`src/rtl/ahci_dma_pkg.sv`:
```
// Shared types, constants and helper functions for the AHCI DMA read realigner.
package ahci_dma_pkg;

  localparam int unsigned WORD_BITS = 32;

  typedef enum logic [0:0] {
    IDLE = 1'b0,
    RUN  = 1'b1
  } state_t;

  // Ceiling log2 used for parameter-derived widths.
  function automatic int unsigned clog2(input int unsigned v);
    int unsigned r;
    r = 0;
    for (int i = 0; i < 32; i++) begin
      if ((32'd1 << i) < v) r = 32'(i + 1);
    end
    return r;
  endfunction

  // Beats needed to cover offs skipped words plus wcnt delivered words.
  function automatic logic [31:0] beat_count(input logic [31:0] offs,
                                             input logic [31:0] wcnt,
                                             input int unsigned words_log);
    logic [31:0] round_up;
    round_up = (32'd1 << words_log) - 32'd1;
    return (offs + wcnt + round_up) >> words_log;
  endfunction

endpackage

```
`src/rtl/ahci_dma_rd_realign_if.sv`:
```
// Handshake bundle between the beat source / word sink and the realigner.
// Optional abort port is present when AHCI_DMA_RD_REALIGN_ABORT_EN is defined.
interface ahci_dma_rd_realign_if
  import ahci_dma_pkg::*;
#(
  parameter int unsigned DIN_WORDS = 2,
  parameter int unsigned WCNT_BITS = 21
) ();

  localparam int unsigned OFFS_BITS = clog2(DIN_WORDS);
  localparam int unsigned BEAT_BITS = WORD_BITS * DIN_WORDS;

  logic                 start;
  logic [OFFS_BITS-1:0] offs;
  logic [WCNT_BITS-1:0] wcnt;
  logic [BEAT_BITS-1:0] din;
  logic                 din_av;
  logic                 din_re;
  logic [WORD_BITS-1:0] dout;
  logic                 dout_av;
  logic                 dout_av_many;
  logic                 dout_re;
  logic                 busy;
  logic                 done;
`ifdef AHCI_DMA_RD_REALIGN_ABORT_EN
  logic                 abort;

  modport master (output start, offs, wcnt, din, din_av, dout_re, abort,
                  input  din_re, dout, dout_av, dout_av_many, busy, done);
  modport slave  (input  start, offs, wcnt, din, din_av, dout_re, abort,
                  output din_re, dout, dout_av, dout_av_many, busy, done);
`else
  modport master (output start, offs, wcnt, din, din_av, dout_re,
                  input  din_re, dout, dout_av, dout_av_many, busy, done);
  modport slave  (input  start, offs, wcnt, din, din_av, dout_re,
                  output din_re, dout, dout_av, dout_av_many, busy, done);
`endif

endinterface

```
`src/rtl/ahci_dma_beat_fifo.sv`:
```
// Single-clock first-word-fall-through register FIFO holding input beats.
module ahci_dma_beat_fifo #(
  parameter int unsigned WIDTH     = 64,
  parameter int unsigned DEPTH_LOG = 3
) (
  input  logic                 clk,
  input  logic                 rst,
  input  logic                 push,
  input  logic                 pop,
  input  logic [WIDTH-1:0]     din,
  output logic [WIDTH-1:0]     dout,
  output logic                 full,
  output logic                 empty,
  output logic [DEPTH_LOG:0]   count
);

  localparam int unsigned DEPTH = 32'd1 << DEPTH_LOG;

  logic [WIDTH-1:0]     mem [DEPTH];
  logic [DEPTH_LOG-1:0] wr_ptr;
  logic [DEPTH_LOG-1:0] rd_ptr;
  logic [DEPTH_LOG:0]   fill;

  // Pointers wrap naturally at 2^DEPTH_LOG.
  always_ff @(posedge clk) begin
    if (rst) begin
      wr_ptr <= '0;
      rd_ptr <= '0;
      fill   <= '0;
    end else begin
      if (push) wr_ptr <= wr_ptr + DEPTH_LOG'(1);
      if (pop)  rd_ptr <= rd_ptr + DEPTH_LOG'(1);
      if (push && !pop)      fill <= fill + (DEPTH_LOG+1)'(1);
      else if (pop && !push) fill <= fill - (DEPTH_LOG+1)'(1);
    end
  end

  always_ff @(posedge clk) begin
    if (push) mem[wr_ptr] <= din;
  end

  assign dout  = mem[rd_ptr];
  assign full  = (fill == (DEPTH_LOG+1)'(DEPTH));
  assign empty = (fill == '0);
  assign count = fill;

endmodule

```
`src/rtl/ahci_dma_rd_realign.sv`:
```
// Realigning beat-to-word converter: skips offs leading words, delivers exactly wcnt words.
// Optional abort input enabled by defining AHCI_DMA_RD_REALIGN_ABORT_EN.
module ahci_dma_rd_realign
  import ahci_dma_pkg::*;
#(
  parameter int unsigned DIN_WORDS = 2,
  parameter int unsigned WCNT_BITS = 21,
  parameter int unsigned DEPTH_LOG = 3,
  parameter int unsigned MANY_THR  = 8
) (
  input  logic                 mclk,
  input  logic                 mrst,
  ahci_dma_rd_realign_if.slave bus
);

  localparam int unsigned OFFS_BITS = clog2(DIN_WORDS);
  localparam int unsigned BEAT_BITS = WORD_BITS * DIN_WORDS;
  localparam int unsigned CNT_BITS  = WCNT_BITS + 1;

  state_t                              state;
  state_t                              state_nx;
  logic [OFFS_BITS-1:0]                word_idx;
  logic [WCNT_BITS-1:0]                words_left;
  logic [CNT_BITS-1:0]                 beats_left;
  logic                                many_q;
  logic                                done_q;

  logic                                full;
  logic                                empty;
  logic [DEPTH_LOG:0]                  fill;
  logic [DIN_WORDS-1:0][WORD_BITS-1:0] head;

  logic                                abort_hit;
  logic                                flush;
  logic                                din_re_c;
  logic                                dout_av_c;
  logic                                take_c;
  logic                                last_c;
  logic                                pop_c;
  logic [CNT_BITS-1:0]                 avail_c;
  logic [CNT_BITS-1:0]                 deliv_c;

`ifdef AHCI_DMA_RD_REALIGN_ABORT_EN
  assign abort_hit = (state == RUN) && bus.abort;
`else
  assign abort_hit = 1'b0;
`endif
  assign flush = mrst || abort_hit;

  always_ff @(posedge mclk) begin
    if (mrst) state <= IDLE;
    else      state <= state_nx;
  end

  always_comb begin
    state_nx = state;
    case (state)
      IDLE: if (bus.start && (bus.wcnt != '0)) state_nx = RUN;
      RUN:  if (abort_hit || last_c)           state_nx = IDLE;
      default: state_nx = IDLE;
    endcase
  end

  // Handshakes depend only on registered state and the live valid/ready inputs.
  always_comb begin
    din_re_c  = 1'b0;
    dout_av_c = 1'b0;
    take_c    = 1'b0;
    last_c    = 1'b0;
    pop_c     = 1'b0;
    if (state == RUN && !abort_hit) begin
      din_re_c  = bus.din_av && (beats_left != '0) && !full;
      dout_av_c = !empty && (words_left != '0);
      take_c    = dout_av_c && bus.dout_re;
      last_c    = take_c && (words_left == WCNT_BITS'(1));
      pop_c     = take_c && ((word_idx == OFFS_BITS'(DIN_WORDS - 1)) ||
                             (words_left == WCNT_BITS'(1)));
    end
  end

  always_ff @(posedge mclk) begin
    if (flush) begin
      word_idx   <= '0;
      words_left <= '0;
      beats_left <= '0;
    end else if (state == IDLE) begin
      if (bus.start) begin
        word_idx   <= bus.offs;
        words_left <= bus.wcnt;
        beats_left <= CNT_BITS'(beat_count(32'(bus.offs), 32'(bus.wcnt), OFFS_BITS));
      end
    end else begin
      if (din_re_c) beats_left <= beats_left - CNT_BITS'(1);
      if (take_c) begin
        words_left <= words_left - WCNT_BITS'(1);
        word_idx   <= word_idx + OFFS_BITS'(1);
      end
    end
  end

  // Deliverable words: buffered words past the read index, capped by what is still owed.
  always_comb begin
    avail_c = '0;
    if (fill != '0) avail_c = (CNT_BITS'(fill) << OFFS_BITS) - CNT_BITS'(word_idx);
    deliv_c = (CNT_BITS'(words_left) < avail_c) ? CNT_BITS'(words_left) : avail_c;
  end

  always_ff @(posedge mclk) begin
    if (mrst) begin
      many_q <= 1'b0;
      done_q <= 1'b0;
    end else begin
      many_q <= (state_nx == RUN) && (deliv_c >= CNT_BITS'(MANY_THR));
      done_q <= ((state == IDLE) && bus.start && (bus.wcnt == '0)) || last_c;
    end
  end

  ahci_dma_beat_fifo #(
    .WIDTH     (BEAT_BITS),
    .DEPTH_LOG (DEPTH_LOG)
  ) u_fifo (
    .clk   (mclk),
    .rst   (flush),
    .push  (din_re_c),
    .pop   (pop_c),
    .din   (bus.din),
    .dout  (head),
    .full  (full),
    .empty (empty),
    .count (fill)
  );

  assign bus.din_re       = din_re_c;
  assign bus.dout_av      = dout_av_c;
  assign bus.dout         = head[word_idx];
  assign bus.dout_av_many = many_q;
  assign bus.busy         = (state == RUN);
  assign bus.done         = done_q;

endmodule
```
`src/flat_wrapper.sv`:
```
// flat-port wrapper written by rule: the top's interface ports become plain ports
module ahci_dma_rd_realign_flat import ahci_dma_pkg::*;
#(
  parameter int unsigned DIN_WORDS = 2,
  parameter int unsigned WCNT_BITS = 21,
  parameter int unsigned DEPTH_LOG = 3,
  parameter int unsigned MANY_THR  = 8
)
  (mclk, mrst, bus_start, bus_offs, bus_wcnt, bus_din, bus_din_av, bus_dout_re, bus_din_re, bus_dout, bus_dout_av, bus_dout_av_many, bus_busy, bus_done);
  ahci_dma_rd_realign_if #(.DIN_WORDS(DIN_WORDS), .WCNT_BITS(WCNT_BITS)) bus_i ();
  input  logic mclk;
  input  logic mrst;
  input wire logic [$bits(bus_i.start)-1:0] bus_start;
  input wire logic [$bits(bus_i.offs)-1:0] bus_offs;
  input wire logic [$bits(bus_i.wcnt)-1:0] bus_wcnt;
  input wire logic [$bits(bus_i.din)-1:0] bus_din;
  input wire logic [$bits(bus_i.din_av)-1:0] bus_din_av;
  input wire logic [$bits(bus_i.dout_re)-1:0] bus_dout_re;
  output wire logic [$bits(bus_i.din_re)-1:0] bus_din_re;
  output wire logic [$bits(bus_i.dout)-1:0] bus_dout;
  output wire logic [$bits(bus_i.dout_av)-1:0] bus_dout_av;
  output wire logic [$bits(bus_i.dout_av_many)-1:0] bus_dout_av_many;
  output wire logic [$bits(bus_i.busy)-1:0] bus_busy;
  output wire logic [$bits(bus_i.done)-1:0] bus_done;
  assign bus_i.start = bus_start;
  assign bus_i.offs = bus_offs;
  assign bus_i.wcnt = bus_wcnt;
  assign bus_i.din = bus_din;
  assign bus_i.din_av = bus_din_av;
  assign bus_i.dout_re = bus_dout_re;
  assign bus_din_re = bus_i.din_re;
  assign bus_dout = bus_i.dout;
  assign bus_dout_av = bus_i.dout_av;
  assign bus_dout_av_many = bus_i.dout_av_many;
  assign bus_busy = bus_i.busy;
  assign bus_done = bus_i.done;
  ahci_dma_rd_realign #(.DIN_WORDS(DIN_WORDS), .WCNT_BITS(WCNT_BITS), .DEPTH_LOG(DEPTH_LOG), .MANY_THR(MANY_THR)) u_core (.mclk(mclk), .mrst(mrst), .bus(bus_i));
endmodule
```
`config.mk`:
```
export PLATFORM = sky130hd
export DESIGN_NAME = ahci_dma_rd_realign_flat
export DESIGN_NICKNAME = d
export VERILOG_FILES = /design/src/rtl/ahci_dma_pkg.sv /design/src/rtl/ahci_dma_rd_realign_if.sv /design/src/rtl/ahci_dma_beat_fifo.sv /design/src/rtl/ahci_dma_rd_realign.sv /design/src/flat_wrapper.sv
export SDC_FILE = /design/constraint.sdc
export NUM_CORES = 1
export LEC_CHECK = 0
export ABC_AREA = 1
export ABC_CLOCK_PERIOD_IN_PS = 10820
export CAP_MARGIN = 40
export CORE_MARGIN = 4
export CORE_UTILIZATION = 55
export CTS_CLUSTER_DIAMETER = 50
export DETAILED_ROUTE_END_ITERATION = 16
export PLACE_DENSITY_LB_ADDON = 0.3
export SYNTH_ARGS = -nofsm -noshare
export SYNTH_HDL_FRONTEND = slang
export SYNTH_SLANG_ARGS = --single-unit
```
`constraint.sdc`:
```
create_clock -name mclk -period 10.82 [get_ports mclk]
set_input_delay 2.164 -clock mclk [delete_from_list [all_inputs] [get_ports mclk]]
set_output_delay 2.164 -clock mclk [all_outputs]
set_load 0.005 [all_outputs]
```
==> results of run 1 <==
Yosys cell counts (3+ instances only):
library cell and number:
nand3_1 88, inv_1 229, clkbuf_8 4, nand2_1 221
or2_2 3, clkbuf_1 84, o31ai_1 3, dfxtp_1 60
xnor2_1 6, xor2_1 14, a21oi_1 187, nand3_2 3
mux2i_1 128, nor2_4 6, nor3_1 14, o21bai_1 5
nor2_2 8, buf_2 20, ha_1 33, o211ai_1 130
edfxtp_1 512, o21ai_0 253, nand4_1 28, a31oi_1 14
a211oi_1 9, nand2_2 15, nor2_1 131, buf_1 6
layer usage:
metal,GRT usage,routed length (um),up-vias
met2,0.415,30500,605
met3,0.0446,4000,120
met4,0.0744,1640,6
li1,-,-,8309
met5,0,43,-
met1,0.323,25900,8493
report_power, final:
| part | internal (uW) | switching, uW | total (uW) |
|---|---|---|---|
| Sequential | 2440 | 32.4 | 2480 |
| Clock | 1130 | 865 | 2000 |
| Combinational | 172 | 278 | 450 |
through the flow:
step	cell area (sq um)	setup slack [ps]	instances	hold slack [ps]	utilization
global placement	27400	4970	2883	484	0.600
global route	29600	4510	3003	525	0.646
floorplan	25700	4920	2252	463	-
detailed placement	27600	4950	2891	482	0.604
CTS	29600	4710	3002	493	0.646
finish	29600	4720	3005	496	0.646
worst min-delay path, stage by stage, from the launching register on:
cell and delay [ps]:
dfxtp_1 320, nand2_1 60, a21oi_1 60
area by class of cell:
| class | count | area share |
|---|---|---|
| Clock inverter | 43 | 0.0143 |
| Antenna cell | 3 | 0.000254 |
| Tap cell | 600 | 0.0254 |
| Multi-Input combinational cell | 1333 | 0.264 |
| Clock buffer | 68 | 0.0511 |
| Timing Repair Buffer | 154 | 0.0547 |
| Sequential cell | 572 | 0.561 |
| Inverter | 232 | 0.0295 |
how the worst min path moves through the flow:
stage | startpoint | slack, ps | end | cells past startpoint
6_report | u_core.u_fifo.wr_ptr[0] | 500 | u_core.u_fifo.wr_ptr[0] | 2
5_1_grt | u_core.u_fifo.wr_ptr[0] | 520 | u_core.u_fifo.wr_ptr[0] | 2
4_1_cts | u_core.u_fifo.wr_ptr[0] | 490 | u_core.u_fifo.wr_ptr[0] | 2
3_5_place_dp | u_core.u_fifo.wr_ptr[0] | 480 | u_core.u_fifo.wr_ptr[0] | 2
3_3_place_gp | u_core.u_fifo.wr_ptr[0] | 480 | u_core.u_fifo.wr_ptr[0] | 2
2_1_floorplan | u_core.u_fifo.wr_ptr[0] | 460 | u_core.u_fifo.wr_ptr[0] | 2
logic make-up after synthesis:
| family | count (synthesis) | share of synthesized area |
|---|---|---|
| compound gates | 608 | 0.134 |
| xor+xnor | 20 | 0.00683 |
| mux | 128 | 0.0500 |
| other cells | 1 | 0.000146 |
| fa+ha+maj | 34 | 0.0169 |
| flops | 572 | 0.646 |
| simple gates | 528 | 0.0921 |
| buf+inv | 347 | 0.0534 |
state kept, by name, indices dropped and copies added (netlist names), named ones only:
signal                   count
u_core.bus.dout_av_many      1
u_core.bus.busy              1
u_core.u_fifo.rd_ptr         3
u_core.beats_left           22
u_core.u_fifo.wr_ptr         3
u_core.bus.done              1
u_core.words_left           21
u_core.word_idx              1
u_core.u_fifo.mem          512
u_core.u_fifo.count          4
==> impl_metrics.ini, run 1 <==
[clock_network]
clk_path_buf_depth = 3
clock_latency_ps = 640
post_cts_buffers = 0
cts_tree = yes
clkTransAtPathRegs_ps = 60
cts_root_buf = clkbuf_16
postCtsHoldBufs = 0
post_cts_resized = 0
h-tree-depth = 2
cts_sinks = 572
cts_buffers = 59

[synthesis]
syn-cell-area_sq_um = 25600
synth_enable_flop_cells = 512
synth.area.top_cells = edfxtp_1 60%, mux2i_1 5.0%, o21ai_0 4.9%
synthFlopType = edfxtp_1
syn_inst = 2238
ys_ff_latch = 572
async_flop_share = 0
synth_top_area_frac = 0.600
avgSynthCellArea_sq_um = 11.5
yosysTopAreaCell = edfxtp_1
ys_seq_area_frac = 0.646
ys_types = 47
yosysWarnings = 0

[worst_setup_path]
rr_startpoint = u_core.beats_left[0]
path_buf_inv = 2
critPathMaxFanout = 213
r2r_end = u_core.u_fifo.mem[2][3]
cp-endpoint = bus_dout[29]
cp_num_cells = 7
worstSetupPathType = reg -> out
endpoint_kind = output port
crit_required_ps = 8660
crit_chain = buf_12, a21oi_1, o21ai_0, o21ai_0, o211ai_1, nand2_1, clkdlybuf4s50_1
cp_slowest_cell = dfxtp_4
slowest_delay_ps = 920
r2r_cells = 10
start_kind = register
crit_family = buffers and inverters
crit_top_cell = o21ai_0
regToRegSetupSlack_ps = 7300
arrival_ps = 3940

[power_and_ir_drop]
power.leakage_uw = 0.0102
p_per_area_nw_per_um2 = 167
vdd_drop_max_v = 0.000162
total_power_uw = 4930

[die]
start_util = 0.560
io_pins = 128
die_y_um = 224
die_w_um = 224
die_area_sq_um = 50100
core_sq_um = 45800
row_count = 78

[placement]
dp_hpwl_um = 37200
port-buffer-count = 127
gp_congestion = 0.897

[final_layout]
multi_input_area_sq_um = 7810
layout.nets = 2477
layout_common_cells = 512 x edfxtp_1, 253 x o21ai_0, 228 x inv_1
fillers = 3409
layout_commonest_cell = edfxtp_1
layout-drive-gt1-share = 0.0712
area_growth_pct = 15.4
seq_area_sq_um = 16600

[sta]
setup_viol = 0
finalCritPeriodShare = 0.564
min_period_ps = 6100
relSlewSlack = 0.243
finalHoldViolCount = 0
fin_tns_setup_ps = 0
tightest_slew_ps = 1140
drv_slew = 0
clock.fmax_ghz = 0.164
finalClockSkew_ps = 45.4
rsz0062_at_grt = no

[drt]
via_per_inst = 5.83
final_antenna_net_count = 0
drt_first_iter_violations = 1544
wl_per_cell_um = 20.6
drt-total-wl_um = 62000
via_count = 17500
drcViolationCount = 0
first_pass_iters = 6

[grt]
antenna_found_initial = 4
grt.total_usage = 0.244
grt_pass1_vias = 17300
grt_max_degree = 214
grt_remaining_overflow = 0
grt_pass1_wl_um = 96300

[run_status]
outcome = complete, no violations

[flow_run]
maxCapViolCount = 0

[hold_path]
hold_class = reg -> reg
Note: power is estimated with default switching activity, not from simulation.
==> run 2: changes to the inputs <==
ABC_CLOCK_PERIOD_IN_PS = 5600   (was 10820)
clock period = 5.6 ns   (was 10.82 ns; I/O delays follow)
==> run 2 against run 1 <==
Compared with the run above: total power up 93%; non-clock buffer count up 10; sequential power is 93% higher; critical path type unchanged; clock-buffer cell count rose by 12; wire length rose by 1.5%; utilization rose by 0.26 points.
==> impl_metrics.ini, run 2 (same netlist as run 1, synthesis figures left out) <==
[run_status]
outcome = complete, no violations

[die]
row_count = 78
core_sq_um = 45800
die_area_sq_um = 50100
start_util = 0.560
die_w_um = 224
die_y_um = 224
io_pins = 128

[worst_setup_path]
cp_slowest_cell = dfxtp_4
crit_chain = buf_4, a21oi_1, o21ai_0, o21ai_0, o211ai_1, nand2_1, clkdlybuf4s50_1
start_kind = register
endpoint_kind = output port
r2r_cells = 8
worstSetupPathType = reg -> out
slowest_delay_ps = 700
regToRegSetupSlack_ps = 2310
crit_top_cell = o21ai_0
critPathMaxFanout = 44
crit_required_ps = 4480
arrival_ps = 3200

[drt]
first_pass_iters = 5
via_count = 17800
wl_per_cell_um = 20.9
drt_first_iter_violations = 1667
drt-total-wl_um = 62900
final_antenna_net_count = 0
drcViolationCount = 0
via_per_inst = 5.91

[power_and_ir_drop]
power.switching_uw = 2260
p_sw_frac = 0.237
vdd_drop_max_v = 0.000373
power.leakage_uw = 0.0103
pwr-share-seq = 0.502
p_int_uw = 7270
pwr-share-clk = 0.405
p_per_area_nw_per_um2 = 321
power_frac_comb = 0.093

[clock_network]
h-tree-depth = 2
clk_path_buf_depth = 3
clock_latency_ps = 650
cts_sinks = 572
post_cts_resized = 0
cts_buffers = 59
cts_root_buf = clkbuf_16
post_cts_buffers = 0
postCtsHoldBufs = 0
clkTransAtPathRegs_ps = 60
cts_tree = yes

[grt]
grt_pass1_vias = 17800
antenna_found_initial = 3
grt_remaining_overflow = 0
grt.total_usage = 0.249
grt_pass1_wl_um = 98900
grt_max_degree = 74

[final_layout]
area_growth_pct = 15.8
regMostFlops = u_core.u_fifo.mem
fin_area_sq_um = 29700
layout_commonest_cell = edfxtp_1
fillers = 3367
largest_reg_flops = 512
fin_util = 0.649
layout.nets = 2487
layout_common_cells = 512 x edfxtp_1, 253 x o21ai_0, 228 x inv_1
stdcell_count = 3012
top_regs = u_core.u_fifo.mem (512), u_core.beats_left (22), u_core.words_left (21)
layout-drive-gt1-share = 0.0718

[placement]
dp_hpwl_um = 39400
port-buffer-count = 127
dpl-instance-area_sq_um = 27800
place_inst = 2901
gp_congestion = 0.919
pre_cts_slack_ps = 1540

[sta]
clock.fmax_ghz = 0.231
fin_tns_setup_ps = 0
finalHoldViolCount = 0
finalCritPeriodShare = 0.772
tightest_slew_ps = 875
finalClockSkew_ps = 53.2
relSlewSlack = 0.416
fin_ws_ps = 1280
drv_slew = 0
setup_viol = 0
min_period_ps = 4320
rsz0062_at_grt = no

[hold_path]
hold_path_depth = 2
hold_class = reg -> reg

[flow_run]
maxCapViolCount = 0
run 2: changes by cell type in the layout (fill, tap and decap cells not counted), sizes merged:
| cell | previous run | this run |
|---|---|---|
| buf | 27 | 37 |
| clkbuf | 68 | 80 |
| clkinv | 30 | 15 |
| clkinvlp | 4 | 6 |
| diode | 3 | 2 |
| inv | 236 | 235 |
run 2: final timing paths:
kind                                 from                  endpoint
setup / recovery                 register              bus_dout[26]
hold / removal    u_core.u_fifo.rd_ptr[1]                  register
setup reg to reg          u_core.bus.busy  u_core.u_fifo.mem[6][40]
hold reg to reg   u_core.u_fifo.rd_ptr[1]                  register
run 2: layer usage:
metal | routed length [um] | track usage
met1 | 25500 | 0.329
met4 | 2160 | 0.0947
met3 | 4220 | 0.0360
met2 | 31000 | 0.421
met5 | 0 | 0
run 2: layout make-up:
| class | count | area (sq um) | share of cell area |
|---|---|---|---|
| inverter | 232 | 873 | 0.0294 |
| timing repair buffer | 164 | 1760 | 0.0591 |
| clock inverter | 29 | 353 | 0.0119 |
| clock buffer | 80 | 1570 | 0.0527 |
| tap | 600 | 751 | 0.0253 |
| antenna | 2 | 5.00 | 0.000168 |
| sequential | 572 | 16600 | 0.558 |
| multi-input combinational | 1333 | 7810 | 0.263 |
run 2: critical path: cells and delay by family, from the launching register on:
| kind | cells | cell delay [ps] |
|---|---|---|
| buffers and inverters | 2 | 1080 |
| DFF | 1 | 700 |
| AOI/OAI and AO/OA | 4 | 640 |
| and+or+nand+nor | 1 | 180 |
run 2: through the flow:
stage          hold WS, ps  total power (uW)
2_1_floorplan          463              5360
3_3_place_gp           481              5720
3_5_place_dp           491              5750
4_1_cts                500              9570
5_1_grt                530              9880
6_report               506              9530
run 2: power by group through the flow:
stage                     registers [uW]  clock network, uW  logic [uW]
after global placement              4870                  0         850
after detailed placement            4870                  0         879
final                               4790               3850         889
after floorplan                     4860                  0         505
after CTS                           4780               3900         886
after global routing                4790               4090         989
